==> src/rtl/stb_to_pulse_pkg.sv <==
// rtl/stb_to_pulse_pkg.sv - shared state type and width helpers for stb_to_pulse
package stb_to_pulse_pkg;

  typedef enum logic [1:0] {
    IDLE = 2'd0,
    HIGH = 2'd1,
    GAP  = 2'd2
  } pulse_state_t;

  function automatic int max_int(input int a, input int b);
    return (a > b) ? a : b;
  endfunction

  function automatic int timer_width(input int high_clks, input int low_clks);
    return $clog2(max_int(high_clks, low_clks) + 1);
  endfunction

  function automatic int pending_width(input int queue_depth);
    return $clog2(queue_depth + 1);
  endfunction

endpackage

==> src/rtl/stb_to_pulse_phase_timer.sv <==
// rtl/stb_to_pulse_phase_timer.sv - loadable down-counter shared by the HIGH and GAP phases
module stb_to_pulse_phase_timer #(
  parameter int W = 8
) (
  input  logic         i_clk,
  input  logic         i_rst,
  input  logic         i_load,
  input  logic [W-1:0] i_load_val,
  output logic         o_done
);

  logic [W-1:0] r_count;

  // Loading N-1 makes a phase last exactly N cycles including the load cycle's successor.
  always_ff @(posedge i_clk or posedge i_rst) begin
    if (i_rst) begin
      r_count <= '0;
    end else if (i_load) begin
      r_count <= i_load_val;
    end else if (r_count != '0) begin
      r_count <= r_count - W'(1);
    end
  end

  assign o_done = (r_count == '0);

endmodule

==> src/rtl/stb_to_pulse.sv <==
// rtl/stb_to_pulse.sv - regenerates fixed-width pulses with a guaranteed low gap from 1-cycle strobes
// Optional queue-cancel input enabled by STB_TO_PULSE_CANCEL_EN.
module stb_to_pulse
  import stb_to_pulse_pkg::*;
#(
  parameter int HIGH_CLKS   = 625000,
  parameter int LOW_CLKS    = 625000,
  parameter int QUEUE_DEPTH = 15
) (
  input  logic i_clk,
  input  logic i_rst,
  input  logic i_stb,
`ifdef STB_TO_PULSE_CANCEL_EN
  input  logic i_cancel,
`endif
  output logic o_pulse,
  output logic o_busy,
  output logic o_overflow
);

  localparam int TW = timer_width(HIGH_CLKS, LOW_CLKS);
  localparam int PW = pending_width(QUEUE_DEPTH);
  localparam logic [TW-1:0] HIGH_LOAD = TW'(HIGH_CLKS - 1);
  localparam logic [TW-1:0] LOW_LOAD  = TW'(LOW_CLKS - 1);
  localparam logic [PW-1:0] PEND_MAX  = PW'(QUEUE_DEPTH);

  pulse_state_t  r_state;
  logic [PW-1:0] r_pending;
  logic          r_pulse;
  logic          r_overflow;

  logic          w_cancel;
  logic          w_done;
  logic          w_pend_nz;
  logic          w_last_gap;
  logic          w_queueing;
  logic          w_restart;
  logic          w_load;
  logic [TW-1:0] w_load_val;

`ifdef STB_TO_PULSE_CANCEL_EN
  assign w_cancel = i_cancel;
`else
  assign w_cancel = 1'b0;
`endif

  assign w_pend_nz  = (r_pending != '0);
  assign w_last_gap = (r_state == GAP) && w_done;
  assign w_queueing = (r_state == HIGH) || ((r_state == GAP) && !w_done);
  // A cancel on the last gap cycle empties the queue, so the block falls back to IDLE.
  assign w_restart  = w_last_gap && !w_cancel && (w_pend_nz || i_stb);

  always_comb begin
    w_load     = 1'b0;
    w_load_val = HIGH_LOAD;
    case (r_state)
      IDLE: w_load = i_stb;
      HIGH: begin
        if (w_done) begin
          w_load     = 1'b1;
          w_load_val = LOW_LOAD;
        end
      end
      GAP:  w_load = w_restart;
      default: w_load = 1'b0;
    endcase
  end

  stb_to_pulse_phase_timer #(
    .W(TW)
  ) u_phase_timer (
    .i_clk      (i_clk),
    .i_rst      (i_rst),
    .i_load     (w_load),
    .i_load_val (w_load_val),
    .o_done     (w_done)
  );

  always_ff @(posedge i_clk or posedge i_rst) begin
    if (i_rst) begin
      r_state    <= IDLE;
      r_pending  <= '0;
      r_pulse    <= 1'b0;
      r_overflow <= 1'b0;
    end else begin
      r_overflow <= 1'b0;

      if (w_queueing) begin
        if (w_cancel) begin
          r_pending <= '0;
        end else if (i_stb) begin
          if (r_pending == PEND_MAX) begin
            r_overflow <= 1'b1;
          end else begin
            r_pending <= r_pending + PW'(1);
          end
        end
      end

      case (r_state)
        IDLE: begin
          r_pulse <= 1'b0;
          if (i_stb) begin
            r_state <= HIGH;
            r_pulse <= 1'b1;
          end
        end
        HIGH: begin
          if (w_done) begin
            r_state <= GAP;
            r_pulse <= 1'b0;
          end
        end
        GAP: begin
          if (w_restart) begin
            r_state <= HIGH;
            r_pulse <= 1'b1;
            // A same-cycle strobe replaces the dequeued entry, leaving the count unchanged.
            if (w_pend_nz && !i_stb) begin
              r_pending <= r_pending - PW'(1);
            end
          end else if (w_last_gap) begin
            r_state   <= IDLE;
            r_pending <= '0;
          end
        end
        default: begin
          r_state   <= IDLE;
          r_pulse   <= 1'b0;
          r_pending <= '0;
        end
      endcase
    end
  end

  assign o_pulse    = r_pulse;
  assign o_overflow = r_overflow;
  assign o_busy     = (r_state != IDLE);

endmodule

==> config.mk <==
export PLATFORM = sky130hd
export DESIGN_NAME = stb_to_pulse
export DESIGN_NICKNAME = d
export VERILOG_FILES = /design/src/rtl/stb_to_pulse_pkg.sv /design/src/rtl/stb_to_pulse_phase_timer.sv /design/src/rtl/stb_to_pulse.sv
export SDC_FILE = /design/constraint.sdc
export NUM_CORES = 1
export LEC_CHECK = 0
export ABC_AREA = 1
export CAP_MARGIN = 10
export CORE_MARGIN = 2
export CORE_UTILIZATION = 50
export DETAILED_ROUTE_END_ITERATION = 8
export GPL_TIMING_DRIVEN = 0
export PLACE_DENSITY = 0.67
export REMOVE_ABC_BUFFERS = 1
export SYNTH_ARGS = -nofsm -noshare
export SYNTH_HDL_FRONTEND = slang
export SYNTH_HIERARCHICAL = 1
export SYNTH_SLANG_ARGS = --single-unit
==> constraint.sdc <==
create_clock -name i_clk -period 2.8 [get_ports i_clk]
set_input_delay 0.56 -clock i_clk [delete_from_list [all_inputs] [get_ports i_clk]]
set_output_delay 0.56 -clock i_clk [all_outputs]
set_load 0.01 [all_outputs]
== Yosys cells after proc, flatten, opt, wreduce, memory -nomap -nowiden ==
Cells that the tools add are included.
Word-level totals
  register bits: 28
  bits of input ports: 3
  output and inout port bits: 3
  logic and storage cells: 55
Cells by class
  add/subtract/negate cells: 3
  equal/unequal tests: 7
  muxes and demuxes: 23
  reduce and logical (&&, ||, !) cells: 17
Operator list (number)
  $mux 20: 2
  $mux 4: 6
  $logic_not 20->1: 1
  $reduce_bool 20->1: 1
  $sub 20x1->20 const B: 1
  $mux 2: 4
  $pmux 4 s2: 1
  $mux 1: 7
  $ne 2x2->1 const B: 3
  $pmux 1 s3: 2
  $pmux 2 s3: 1
  $add 4x1->4 const B: 1
  $eq 4x4->1 const B: 1
  $logic_and 1x1->1: 4
  $reduce_bool 2->1: 2
  $reduce_bool 4->1: 1
  $sub 4x1->4 const B: 1
  $ne 3x3->1 const B: 1
  $reduce_and 3->1: 1
  $eq 2x1->1 const B: 1
  $eq 2x2->1 const B: 1
  $logic_not 1->1: 2
  $logic_not 2->1: 1
  $logic_or 1x1->1: 2
  2 further kinds: 2

== Longest topological paths before layout ==
  word-level depth: 8
  depth in mapped cells: 15
  depth with buffers taken out: 15

== Modules after synthesis ==
The synthesis kept the hierarchy.
Modules (own cells, without submodules)
  stb_to_pulse_phase_timer: instances 1, cells an instance 183, area an instance 1388.8 um^2, sequential area each 500.5 um^2
  stb_to_pulse: instances 1, cells an instance 89, area an instance 609.3 um^2, sequential area each 200.2 um^2

== Worst setup path before layout ==
OpenSTA, ideal clock, no wires.
  path kind: register to register
  start: reg u_phase_timer.r_count[10]
  end: reg u_phase_timer.r_count[1]
  library setup time: 0.121 ns
  arrival: 2.371 ns
  required time: 2.679 ns
  setup slack: 0.307 ns
  stages on the path, launching flop included: 15
  path buffers: 1
  clock period less this slack: 2.493 ns
  cell sequence: dfrtp_1 > nor2_4 > nand2_4 > nor2_8 > nand3_1 > nor4_1 > inv_1 > nor3_4 > nand2_2 > o21a_1 > nand2_1 > clkbuf_1 > o21ai_0 > nand2_1 > o21ai_1
Between the ends
  cells in the longest elaborated chain, start to end: 5
  elaborated cells on any way between the ends: 8
  classes of those cells: 3 x mux; 5 x reduce/logical
Ends and longest elaborated chain
  start, declared: RTL line stb_to_pulse_phase_timer.sv:12  | logic [W-1:0] r_count;
  start signal, assigned: RTL line stb_to_pulse_phase_timer.sv:19  | r_count <= i_load_val;
  start signal, assigned: RTL line stb_to_pulse_phase_timer.sv:21  | r_count <= r_count - W'(1);
  $logic_not 20->1 *: RTL line stb_to_pulse_phase_timer.sv:25  | assign o_done = (r_count == '0);
  net w_done: RTL line stb_to_pulse.sv:33  | logic w_done;
  $logic_and 1x1->1: RTL line stb_to_pulse.sv:48  | assign w_last_gap = (r_state == GAP) && w_done;
  $logic_and 1x1->1: RTL line stb_to_pulse.sv:51  | assign w_restart = w_last_gap && !w_cancel && (w_pend_nz || i_stb);
  $pmux 1 s3 *: RTL line stb_to_pulse.sv:56  | case (r_state)
  net w_load: RTL line stb_to_pulse.sv:38  | logic w_load;
  $mux 20 / $reduce_bool 2->1 (equally long branches)
Mark *: on every way through the listed nets, which the timed path passes. The rest lies on a longest branch.
A chain may end at the register's enable or synchronous reset.

== Final worst setup path ==
  start: reg u_phase_timer.r_count[15]
  end: reg u_phase_timer.r_count[9]
Same word-level chain as after synthesis.

==> flow_summary.html <==
<table>
<tr><th>Metric</th><th>Value</th></tr>
<tr><th colspan="2">Logic synthesis</th></tr>
<tr><td>Post-synth top area cell</td><td>sky130_fd_sc_hd__dfrtp_1</td></tr>
<tr><td>Distinct cell type count after synthesis</td><td>31</td></tr>
<tr><td>Avg Inst Size Synth</td><td>7.35 um^2</td></tr>
<tr><td>Top cells by area in the synthesized netlist</td><td>sky130_fd_sc_hd__dfrtp_1 (35%), sky130_fd_sc_hd__nand2_1 (15%), sky130_fd_sc_hd__nand3_1 (5.8%), sky130_fd_sc_hd__nand3_2 (4.5%), sky130_fd_sc_hd__inv_1 (4.5%)</td></tr>
<tr><td>Syn Std Cell Area</td><td>2000 um^2</td></tr>
<tr><td>Number of flops mapped to enable cells by yosys</td><td>0</td></tr>
<tr><td>Sequential cell area fraction in the yosys report</td><td>35.1%</td></tr>
<tr><td>Fraction of synthesis flops using an asynchronous set or reset pin</td><td>100%</td></tr>
<tr><td>Main flop type after synthesis</td><td>sky130_fd_sc_hd__dfrtp_1</td></tr>
<tr><td>Number of flip-flops and latches in the synthesized netlist</td><td>28</td></tr>
<tr><td>Yosys warns</td><td>6</td></tr>
<tr><td>Post-Synthesis Cells</td><td>272</td></tr>
<tr><td>Synth top area share</td><td>35.1%</td></tr>
<tr><th colspan="2">Drt</th></tr>
<tr><td>Iteration-0 DRC Markers</td><td>between 90 and 100</td></tr>
<tr><td>DR WL/cell</td><td>between 10 and 15 um</td></tr>
<tr><td>Number of remaining DRC errors</td><td>0</td></tr>
<tr><td>ANT nets after route</td><td>0</td></tr>
<tr><td>Number of iterations in the first detailed-routing pass</td><td>4</td></tr>
<tr><td>Total wirelength of the detailed-routed design</td><td>4.11 mm</td></tr>
<tr><td>Via density per instance</td><td>4.94</td></tr>
<tr><td>Detailed-route via count</td><td>1713</td></tr>
<tr><th colspan="2">Finish</th></tr>
<tr><td>Count of non-filler cells in the finished layout</td><td>between 300 and 400</td></tr>
<tr><td>Post-route design area</td><td>roughly 2300 um^2</td></tr>
<tr><td>Most used cells in the layout excluding fill and tap cells</td><td>sky130_fd_sc_hd__nand2_1 (81), sky130_fd_sc_hd__dfrtp_1 (28), sky130_fd_sc_hd__inv_1 (23), sky130_fd_sc_hd__nand3_1 (23), sky130_fd_sc_hd__nor2_1 (23)</td></tr>
<tr><td>Share of layout cells above drive strength 1</td><td>16.7%</td></tr>
<tr><td>Final antenna diode count</td><td>0</td></tr>
<tr><td>Number of fill cells</td><td>~350</td></tr>
<tr><td>P&amp;R area growth vs syn</td><td>13.8%</td></tr>
<tr><td>Total Nets Final</td><td>307</td></tr>
<tr><td>Final Util</td><td>60.8%</td></tr>
<tr><td>Most common cell after layout, fill and taps aside</td><td>sky130_fd_sc_hd__nand2_1</td></tr>
<tr><th colspan="2">STA</th></tr>
<tr><td>Relative slew slack</td><td>about half</td></tr>
<tr><td>Fin crit share</td><td>just over 90%</td></tr>
<tr><td>Unrepaired setup endpoints after global routing</td><td>false</td></tr>
<tr><td>Final number of setup-violating endpoints</td><td>0</td></tr>
<tr><td>Max Clk Rate</td><td>386 MHz</td></tr>
<tr><td>Actual transition at the worst max-transition pin</td><td>0.760 ns</td></tr>
<tr><td>Setup Skew</td><td>a little under 0.004 ns</td></tr>
<tr><td>Final number of max-transition violations</td><td>0</td></tr>
<tr><td>Worst hold-check slack</td><td>0.545 ns</td></tr>
<tr><td>Post-route minimum period</td><td>2.59 ns</td></tr>
<tr><td>Final hold violation count</td><td>0</td></tr>
<tr><th colspan="2">Setup path</th></tr>
<tr><td>Startpoint class of the critical path</td><td>flop</td></tr>
<tr><td>Reg2Reg Launch Point</td><td>u_phase_timer/r_count[15]$_DFFE_PP0P_</td></tr>
<tr><td>Critical Path End Type</td><td>flop</td></tr>
<tr><td>Crit path cell chain</td><td>nor2_1 -&gt; nand2_2 -&gt; nor2_8 -&gt; nand3_1 -&gt; nor4_4 -&gt; inv_1 -&gt; nor3_4 -&gt; nand2_2 -&gt; o21a_2 -&gt; nand2_8 -&gt; inv_1 -&gt; nand2_4 -&gt; inv_4 -&gt; nand2_1 -&gt; nand2_1</td></tr>
<tr><td>Classification of the worst setup path</td><td>flop to flop</td></tr>
<tr><td>Critical Path Start</td><td>u_phase_timer/r_count[15]$_DFFE_PP0P_</td></tr>
<tr><td>Arrival time of the worst setup path</td><td>2.77 ns</td></tr>
<tr><td>Crit Path Max Fanout</td><td>12</td></tr>
<tr><td>Critical path's top delay family</td><td>simple AND/OR/NAND/NOR gates</td></tr>
<tr><td>Worst path slowest cell</td><td>sky130_fd_sc_hd__dfrtp_1</td></tr>
<tr><td>Required time of the critical path</td><td>2.98 ns</td></tr>
<tr><td>Crit path buf inv count</td><td>3</td></tr>
<tr><td>Largest stage delay on the critical path</td><td>0.43 ns</td></tr>
<tr><th colspan="2">Die</th></tr>
<tr><td>Die boundary height</td><td>67.2 um</td></tr>
<tr><td>Starting Density</td><td>53.4%</td></tr>
<tr><td>Placeable core region</td><td>roughly 3700 um^2</td></tr>
<tr><td>Horiz. Die Dim</td><td>between 60 and 70 um</td></tr>
<tr><td>I/O pins</td><td>6</td></tr>
<tr><td>Row Count</td><td>22</td></tr>
<tr><td>Overall die area</td><td>4520 um^2</td></tr>
<tr><th colspan="2">Clock tree</th></tr>
<tr><td>Max H-tree Level</td><td>1</td></tr>
<tr><td>Total number of clock tree sinks</td><td>28</td></tr>
<tr><td>Clock transition time at the flip-flop clock pins of the worst setup and hold paths</td><td>around 0.10 ns</td></tr>
<tr><td>Number of buffers added by the clock tree synthesis step</td><td>3</td></tr>
<tr><td>Clock tree from TritonCTS</td><td>done</td></tr>
<tr><td>Clk Latency, worst-skew pair</td><td>0.28 ns</td></tr>
<tr><td>Quantity of hold-fixing buffers added after cts</td><td>0</td></tr>
<tr><td>Maximum number of buffers from clock root to sink</td><td>2</td></tr>
<tr><td>Clk Tree Root Cell</td><td>sky130_fd_sc_hd__clkbuf_8</td></tr>
<tr><th colspan="2">Pwr</th></tr>
<tr><td>Leakage</td><td>1.10 nW</td></tr>
<tr><td>Power density over the cells</td><td>670 nW/um^2</td></tr>
<tr><td>Design Power</td><td>1.53 mW</td></tr>
<tr><td>Maximum resistive drop on vdd</td><td>0.376 mV</td></tr>
<tr><th colspan="2">GRT</th></tr>
<tr><td>GRT Overall Usage</td><td>19.3%</td></tr>
<tr><td>Maximum number of pins on one net before global-route repair</td><td>24</td></tr>
<tr><td>Global-route congestion overflow total</td><td>0</td></tr>
<tr><td>Wire length of the first global-routing pass</td><td>around 6.7 mm</td></tr>
<tr><td>Via count of the first global-routing pass</td><td>1495</td></tr>
<tr><td>Initial antenna violation count</td><td>0</td></tr>
<tr><th colspan="2">Placement</th></tr>
<tr><td>Total half-perimeter wirelength after legalization and detailed placement</td><td>around 2.9 mm</td></tr>
<tr><td>Instance count after placement with tap cells included</td><td>between 300 and 400</td></tr>
<tr><td>Last weighted congestion value of the routability-driven placer</td><td>roughly 0.84</td></tr>
<tr><td>Standard cell area after detailed placement</td><td>2170 um^2</td></tr>
<tr><td>Number of buffer cells added on primary ports</td><td>5</td></tr>
<tr><th colspan="2">Run</th></tr>
<tr><td>Count of max-cap constraint violations</td><td>0</td></tr>
<tr><th colspan="2">Status</th></tr>
<tr><td>Run status</td><td>complete, no violations</td></tr>
<tr><th colspan="2">Hold path</th></tr>
<tr><td>Worst hold start</td><td>o_pulse$_DFFE_PP0P_</td></tr>
<tr><td>Class of the most critical hold timing path</td><td>flop to flop</td></tr>
</table>
flip-flops by register name, summed over array words and instances, names as in the netlist:
name / flops
u_phase_timer/r_count: 20
r_pending: 4
r_state: 2
o_overflow: 1
o_pulse: 1
timing repair:
| action | 4_1_cts | 5_1_grt |
|---|---|---|
| endpoints found under the setup margin | 20 | 20 |
| setup buffers | 0 | 1 |
| pin swaps | 0 | 2 |
| gates resized for setup | 3 | 4 |
| cloned | 0 | 1 |
logic make-up after synthesis:
group	synth area share, %
AND/OR/NAND/NOR	44.8
buffers and inverters	5.76
flip-flops	35.1
AO/OA/AOI/OAI	6.70
XOR/XNOR	4.82
adder cells (fa/ha/maj)	2.50
other	0.376
tightest hold or removal path, cell delays in order (launching register included):
cell and delay [ns]:
sky130_fd_sc_hd__dfrtp_1 0.39, sky130_fd_sc_hd__inv_1 0.05, sky130_fd_sc_hd__o21ai_0 0.07
per-layer routing:
metal | GRT usage (%) | share of wire (%) | wire, um
met5 | 0 | 0 | 0
met4 | 5.36 | 0.97 | 40
met3 | 2.50 | 5.4 | 221
met2 | 30.6 | 46 | 1880
met1 | 27.7 | 48 | 1970
cell type report:
| cell class | instances | area (um^2) | share of cell area, % |
|---|---|---|---|
| repair buffers | 6 | 57.6 | 2.53 |
| well taps | 48 | 60.1 | 2.64 |
| clock buffers | 4 | 55.1 | 2.42 |
| multi-input cells | 233 | 1290 | 56.9 |
| inverters | 28 | 108 | 4.73 |
| flip-flops and latches | 28 | 701 | 30.8 |
synthesized netlist by cell type, types with 2 or more instances:
cell type and count:
sky130_fd_sc_hd__inv_2 3, sky130_fd_sc_hd__ha_1 4, sky130_fd_sc_hd__clkbuf_1 2, sky130_fd_sc_hd__nand4_1 7
sky130_fd_sc_hd__dfrtp_1 28, sky130_fd_sc_hd__inv_1 24, sky130_fd_sc_hd__nand3_2 9, sky130_fd_sc_hd__nand2_1 82
sky130_fd_sc_hd__nor3_1 3, sky130_fd_sc_hd__xnor2_1 3, sky130_fd_sc_hd__nor2_4 7, sky130_fd_sc_hd__o21ai_1 11
sky130_fd_sc_hd__conb_1 2, sky130_fd_sc_hd__nor2_1 23, sky130_fd_sc_hd__xor2_1 8, sky130_fd_sc_hd__nand3_1 23
sky130_fd_sc_hd__nand2_2 6, sky130_fd_sc_hd__a21oi_1 3, sky130_fd_sc_hd__nor2_2 7, sky130_fd_sc_hd__o21ai_0 5
sky130_fd_sc_hd__nand2_4 2
path summary, 6_finish.rpt:
check,end,depth (start not counted),slack [ns]
min in group asynchronous,r_state[1]$_DFFE_PP0P_,2,0.56
max in group asynchronous,u_phase_timer/r_count[1]$_DFFE_PP0P_,2,1.59
worst max register to register,u_phase_timer/r_count[9]$_DFFE_PP0P_,15,0.21
worst max-delay path,u_phase_timer/r_count[9]$_DFFE_PP0P_,15,0.21
worst min register to register,o_pulse$_DFFE_PP0P_,2,0.54
worst min-delay path,o_pulse$_DFFE_PP0P_,2,0.54
metrics by stage:
step                setup slack, ns  setup TNS, ns
floorplan                    0.0782              0
global placement             -0.603         -10.65
detailed placement           -0.617         -10.85
CTS                         0.00568              0
global route                 0.0131              0
finish                        0.206              0
where the power goes:
group          internal, mW  total (mW)  switching, mW
Sequential            0.522       0.675          0.152
Combinational         0.237       0.593          0.356
Clock                 0.126       0.257          0.131
Total                 0.886        1.53          0.639
(Power assumes the default switching activity.)
==> RTL change 1 (config.mk and constraints unchanged) <==
Put one more register stage on the output `o_overflow`, cleared by the reset. The value now appears one clock later. The other outputs are not delayed to match.
--- a/src/rtl/stb_to_pulse.sv
+++ b/src/rtl/stb_to_pulse.sv
@@ -136,3 +136,9 @@
   assign o_pulse    = r_pulse;
-  assign o_overflow = r_overflow;
+  always_ff @(posedge i_clk or posedge i_rst) begin
+    if (i_rst) begin
+      o_overflow <= '0;
+    end else begin
+      o_overflow <= r_overflow;
+    end
+  end
   assign o_busy     = (r_state != IDLE);
Function: no difference found for any inputs over 10 cycles, from zero or initial values and one cycle with i_rst high; that may be too few to reach the edited logic, so the function may still have changed.
==> RTL change 1 against the unedited design <==
Die area up 3.8%. Global-route usage up 2.0 points. Sequential cell count up 1. Synthesized area up 4.0%. Wire length up 5.2%. Via count up 4.0%. Setup slack better by 2.1 ps. Design area up 6.1%. Sequential power up 5.2%. Hold slack worse by 180 ps. Total power up 10%. Critical path depth unchanged. Largest power group unchanged.
==> RTL change 1: results (changes against the unedited design) <==
Placement
  • Post-Place Cells: 347 (was 341)
  • Placer Congestion: 0.9227 (was 0.8408)
  • Placed cell area: 2240 um2 (was 2168 um2)
  • Placement Setup Slack: -610.7 ps (was -617.1 ps)

Run status
  • Status: finished clean (unchanged)

CTS
  • CTS clk-pin slew, worst paths: 70 ps (was 100 ps)
  • H-tree depth: 2 (was 1)
  • Num CTS Buffers: 5 (was 3)

Min path
  • Hold_sp: r_overflow (was o_pulse)
  • WHS Path Cells: 0 (was 2)

Setup path
  • Slowest stage cell, crit path: dfrtp_2 (was dfrtp_1)
  • Critical R2R Launch: u_phase_timer/r_count[10] (was u_phase_timer/r_count[15])
  • CP arrival: 2780 ps (was 2770 ps)

Timing
  • Final Skew: 10.01 ps (was 3.970 ps)

Final layout
  • Final nets: 320 (was 307)

Logic synthesis
  • Synthesized instance count: 277 (was 272)
  • Register area share after synthesis: 34.92% (was 35.07%)
  • Synth cell types: 34 (was 31)

Drt
  • Routed via count: 1,782 (was 1,713)
  • Initial DRC Count: 110 (was 97)

Pwr
  • Leak pwr: 0.001171 uW (was 0.001102 uW)
  • VDD IR-drop max: 0.4685 mV (was 0.3757 mV)

Global routing
  • First-pass GRT wire length: 7362 um (was 6672 um)
  • Largest net degree at the start of global routing: 21 (was 24)
  • Vias in the first global route: 1,557 (was 1,495)
[RTL change 1: changes by cell type after synthesis, moves of 2 or more]
| cell | delta |
|---|---|
| inv_2 | +2 |
| nor2_1 | -4 |
| o21ai_1 | +3 |
| nand2_1 | -2 |
| nor2_2 | +2 |
| a21oi_1 | +2 |
| nand4_1 | -2 |
| nand3_1 | -3 |
[RTL change 1: worst min path at each step]
stage,to,slack [ps]
after detailed placement,o_overflow,350
after global routing,o_overflow,370
after CTS,o_overflow,360
final,o_overflow,360
after global placement,o_overflow,330
after floorplan,o_overflow,330
[RTL change 1: cell families (layout without fill, tap and decap cells)]
| group | Yosys count | in the layout | synth area share (%) |
|---|---|---|---|
| and+or+nand+nor | 168 | 169 | 42.63 |
| AOI/OAI and AO/OA | 28 | 28 | 7.947 |
| other | 2 | 20 | 0.3614 |
| xor gates and xnor gates | 11 | 11 | 4.636 |
| adders and majority gates | 4 | 4 | 2.408 |
| DFF | 29 | 29 | 34.92 |
| buffers and inverters | 35 | 53 | 7.105 |
[RTL change 1: stage by stage]
| stage | setup TNS (ps) | hold slack, ps |
|---|---|---|
| 6_report | 0 | 360.9 |
| 3_3_place_gp | -10690 | 334.4 |
| 4_1_cts | 0 | 360.0 |
| 3_5_place_dp | -10850 | 346.5 |
| 5_1_grt | 0 | 367.4 |
| 2_1_floorplan | 0 | 331.2 |
[RTL change 1: per-layer routing]
metal	global-route usage, %	vias to the layer above	part of all wire [%]
met2	30.53	25	45
met3	5.099	2	3.2
met4	6.250	0	0.79
met1	31.49	814	51
li1	-	941	-
met5	0	-	0
[RTL change 1: power by group through the flow]
| stage | clock network (uW) | registers [uW] | logic [uW] |
|---|---|---|---|
| floorplan | 0 | 687 | 513 |
| global placement | 0 | 709 | 599 |
| detailed placement | 0 | 714 | 611 |
| CTS | 338 | 707 | 616 |
| global route | 363 | 732 | 730 |
| finish | 332 | 710 | 636 |
[RTL change 1: timing repair]
action	4_1_cts	5_1_grt
pin swaps	1	5
gates cloned	1	0
setup buffers	0	8
resized for setup	3	3
endpoints found under the hold margin	0	0
setup endpoints to repair	20	20
[RTL change 1: layout make-up]
class                           instances  area share, %
Tap cell                               50          2.593
Inverter                               32          5.342
Clock buffer                            8          3.320
Timing Repair Buffer                   13          4.564
Multi-Input combinational cell        232          54.05
Sequential cell                        29          30.13
[RTL change 1: worst reg2reg max path, cell delays in order (launching register included)]
cell	delay [ps]
dfrtp_2	440
nor2_4	150
nand2_4	90
nor2_8	150
nand3_1	130
nor4_4	300
inv_1	110
nor3_2	250
nand2_4	110
inv_2	90
a31oi_1	110
nand2_4	160
inv_1	80
nand4_1	180
nand2_1	80
o21ai_1	80
==> RTL change 2 (same settings) <==
Made on the original files. Add a define of `STB_TO_PULSE_CANCEL_EN`.
--- a/src/rtl/stb_to_pulse.sv
+++ b/src/rtl/stb_to_pulse.sv
@@ -2,2 +2,4 @@
 // Optional queue-cancel input enabled by STB_TO_PULSE_CANCEL_EN.
+`define STB_TO_PULSE_CANCEL_EN
+
 module stb_to_pulse
Ports: changed (added i_cancel); port bits go from 6 to 7. The function was not compared with the original's and may differ.
==> RTL change 2 against the unedited design <==
Hold slack got worse by 15 ps. Wire length rose by 11%. Count of clock-buffer cells in the layout fell by 1. Sequential cell count did not move. Combinational power fell by 31%. Largest cell class unchanged. Non-clock buffer count rose by 4. Setup slack improved by 22 ps. Synthesized area rose by 5.7%. Total power fell by 11%. Design area rose by 6.2%. Fmax rose by 0.85%. Sequential share of layout area fell by 1.8 points.
==> RTL change 2: results (changes against the unedited design) <==
Run status
  • Status: finished clean (unchanged)

Pwr
  • Leak pwr: 0.001163 uW (was 0.001102 uW)
  • VDD IR-drop max: 0.3884 mV (was 0.3757 mV)

Min path
  • Hold EP: o_pulse (unchanged)
  • Hold_sp: o_pulse (unchanged)
  • Worst hold path class: reg2reg (unchanged)
  • WHS Path Cells: 2 (unchanged)

Setup path
  • Slowest stage cell, crit path: dfrtp_1 (unchanged)
  • Worst-path fanout max: 10 (was 12)
  • CP arrival: 2750 ps (was 2770 ps)
  • Worst flop-to-flop path endpoint: u_phase_timer/r_count[11] (was u_phase_timer/r_count[9])
  • Delay of the slowest cell on the worst path: 440 ps
  • CP Launch Type: flop (unchanged)
  • Reg2Reg Depth: 15 (unchanged)
  • Worst R2R Setup Slack: 230 ps (was 210 ps)
  • Critical R2R Launch: u_phase_timer/r_count[8] (was u_phase_timer/r_count[15])

Final layout
  • ANT cells: 0 (unchanged)
  • Final nets: 320 (was 307)
  • Largest regs: u_phase_timer/r_count x20, r_pending x4, r_state x2 (unchanged)
  • Share of layout cells above drive strength 1: 19.61% (was 16.72%)

Drt
  • Initial DRC Count: 84 (was 97)
  • Per-cell routed wire length: 12.59 um (was 11.84 um)
  • Detailed Route WL: 4544 um (was 4109 um)
  • TritonRoute pass-1 iters: 4 (unchanged)
  • Routed vias/inst: 5.044 (was 4.937)

Global routing
  • GRT Total Usage: 22.55% (was 19.30%)
  • Largest net degree at the start of global routing: 21 (was 24)
  • Initial antenna violation count: 0 (unchanged)
  • Met2 Usage GRT: 40.02% (was 30.57%)
  • First-pass GRT wire length: 7962 um (was 6672 um)
  • Grt met1 use: 28.53% (was 27.67%)
  • Met3 usage: 2.435% (was 2.500%)
  • Vias in the first global route: 1,785 (was 1,495)

Placement
  • Post-Place Cells: 352 (was 341)
  • DP HPWL: 3159 um (was 2929 um)
  • Placer Congestion: 0.8033 (was 0.8408)
  • Placement Setup Slack: -787.5 ps (was -617.1 ps)
  • PortBufs: 6 (was 5)

Logic synthesis
  • Post-synth EDFFs: 0 (unchanged)
  • Yosys warning total: 6 (unchanged)
  • Register area share after synthesis: 33.18% (was 35.07%)
  • Synth area leaders: dfrtp_1 (33%), nand2_1 (14%), nand3_1 (6.4%) (was dfrtp_1 (35%), nand2_1 (15%), nand3_1 (5.8%))
  • Synth Flop Type: dfrtp_1 (unchanged)
  • Share of synthesized registers carrying an async set or reset: 100.0% (unchanged)
  • Top post-synthesis cells by count: nand2_1 (79), dfrtp_1 (28), nand3_1 (27) (was nand2_1 (82), dfrtp_1 (28), inv_1 (24))
  • Most common cell in the synthesized netlist: nand2_1 (unchanged)
  • Avg Inst Size Synth: 7.516 um2 (was 7.346 um2)
  • Synth cell types: 33 (was 31)

CTS
  • Clk_lat worst skew: 290 ps
  • Num CTS Buffers: 3 (unchanged)
  • Clock tree buffer depth: 2 (unchanged)
  • CTS clk-pin slew, worst paths: between 100 and 150 ps
  • Clock root cell: clkbuf_8 (unchanged)
  • H-tree depth: 1 (unchanged)

Timing
  • Final Skew: 11.35 ps (was 3.970 ps)
  • Rel. slew slack: 46.76% (was 49.29%)
RTL change 2: cell types whose count changed after synthesis, sizes merged:
cell | before | now
buf | 0 | 1
inv | 28 | 31
nand2 | 90 | 92
nand3 | 32 | 36
nand3b | 1 | 0
nand4 | 7 | 11
nor2 | 38 | 31
nor3 | 4 | 7
o21ai | 17 | 16
xor2 | 8 | 9
RTL change 2: what timing repair did:
item / CTS / global route
gates resized for setup: 4 / 3
pin swaps: 1 / 2
endpoints found under the setup margin: 20 / 12
cloned: 1 / 0
buffers inserted: 1 / 3
RTL change 2: worst max-delay path by stage:
stage | endpoint | slack (ps)
global placement | u_phase_timer/r_count[11] | -770
CTS | u_phase_timer/r_count[15] | 100
global route | u_phase_timer/r_count[1] | 20
floorplan | u_phase_timer/r_count[11] | -30
finish | u_phase_timer/r_count[11] | 230
detailed placement | u_phase_timer/r_count[15] | -790
RTL change 2: cell type report:
class / count / area [um2]
flip-flops and latches: 28 / 700.7
fillers: 389 / 1614
repair buffers: 10 / 90.09
well taps: 50 / 62.56
multi-input cells: 238 / 1371
clock inverters: 1 / 30.03
clock buffers: 3 / 41.29
inverters: 31 / 118.9
RTL change 2: cell families (layout without fill, tap and decap cells):
group / count (synthesis) / after routing / synth area share [%]
xor gates and xnor gates: 12 / 12 / 4.977
and+or+nand+nor: 178 / 179 / 46.68
AOI/OAI and AO/OA: 23 / 23 / 5.925
other: 2 / 20 / 0.3556
DFF: 28 / 28 / 33.18
buffers and inverters: 34 / 45 / 6.517
adders and majority gates: 4 / 4 / 2.370
RTL change 2: critical path, delay by kind of cell, from the launching register on:
kind	cells	cell delay, ps
AOI/OAI and AO/OA	1	190
DFF	1	440
and+or+nand+nor	11	1520
buffers and inverters	3	290
RTL change 2: layer usage:
metal / vias up / share of wire, %
met2: 30 / 50
met5: - / 0
met3: 10 / 2.3
met1: 830 / 45
li1: 951 / -
met4: 0 / 2.5
RTL change 2: stage by stage:
| step | hold slack [ps] | instance area [um2] |
|---|---|---|
| 3_5_place_dp | 520.6 | 2283 |
| 4_1_cts | 537.9 | 2391 |
| 3_3_place_gp | 513.8 | 2283 |
| 6_report | 529.6 | 2415 |
| 2_1_floorplan | 375.7 | 2161 |
| 5_1_grt | 571.6 | 2415 |
RTL change 2: power by group:
group	internal, uW	switching (uW)
Combinational	161	248
Clock	192	136
Sequential	492	123
Total	845	507
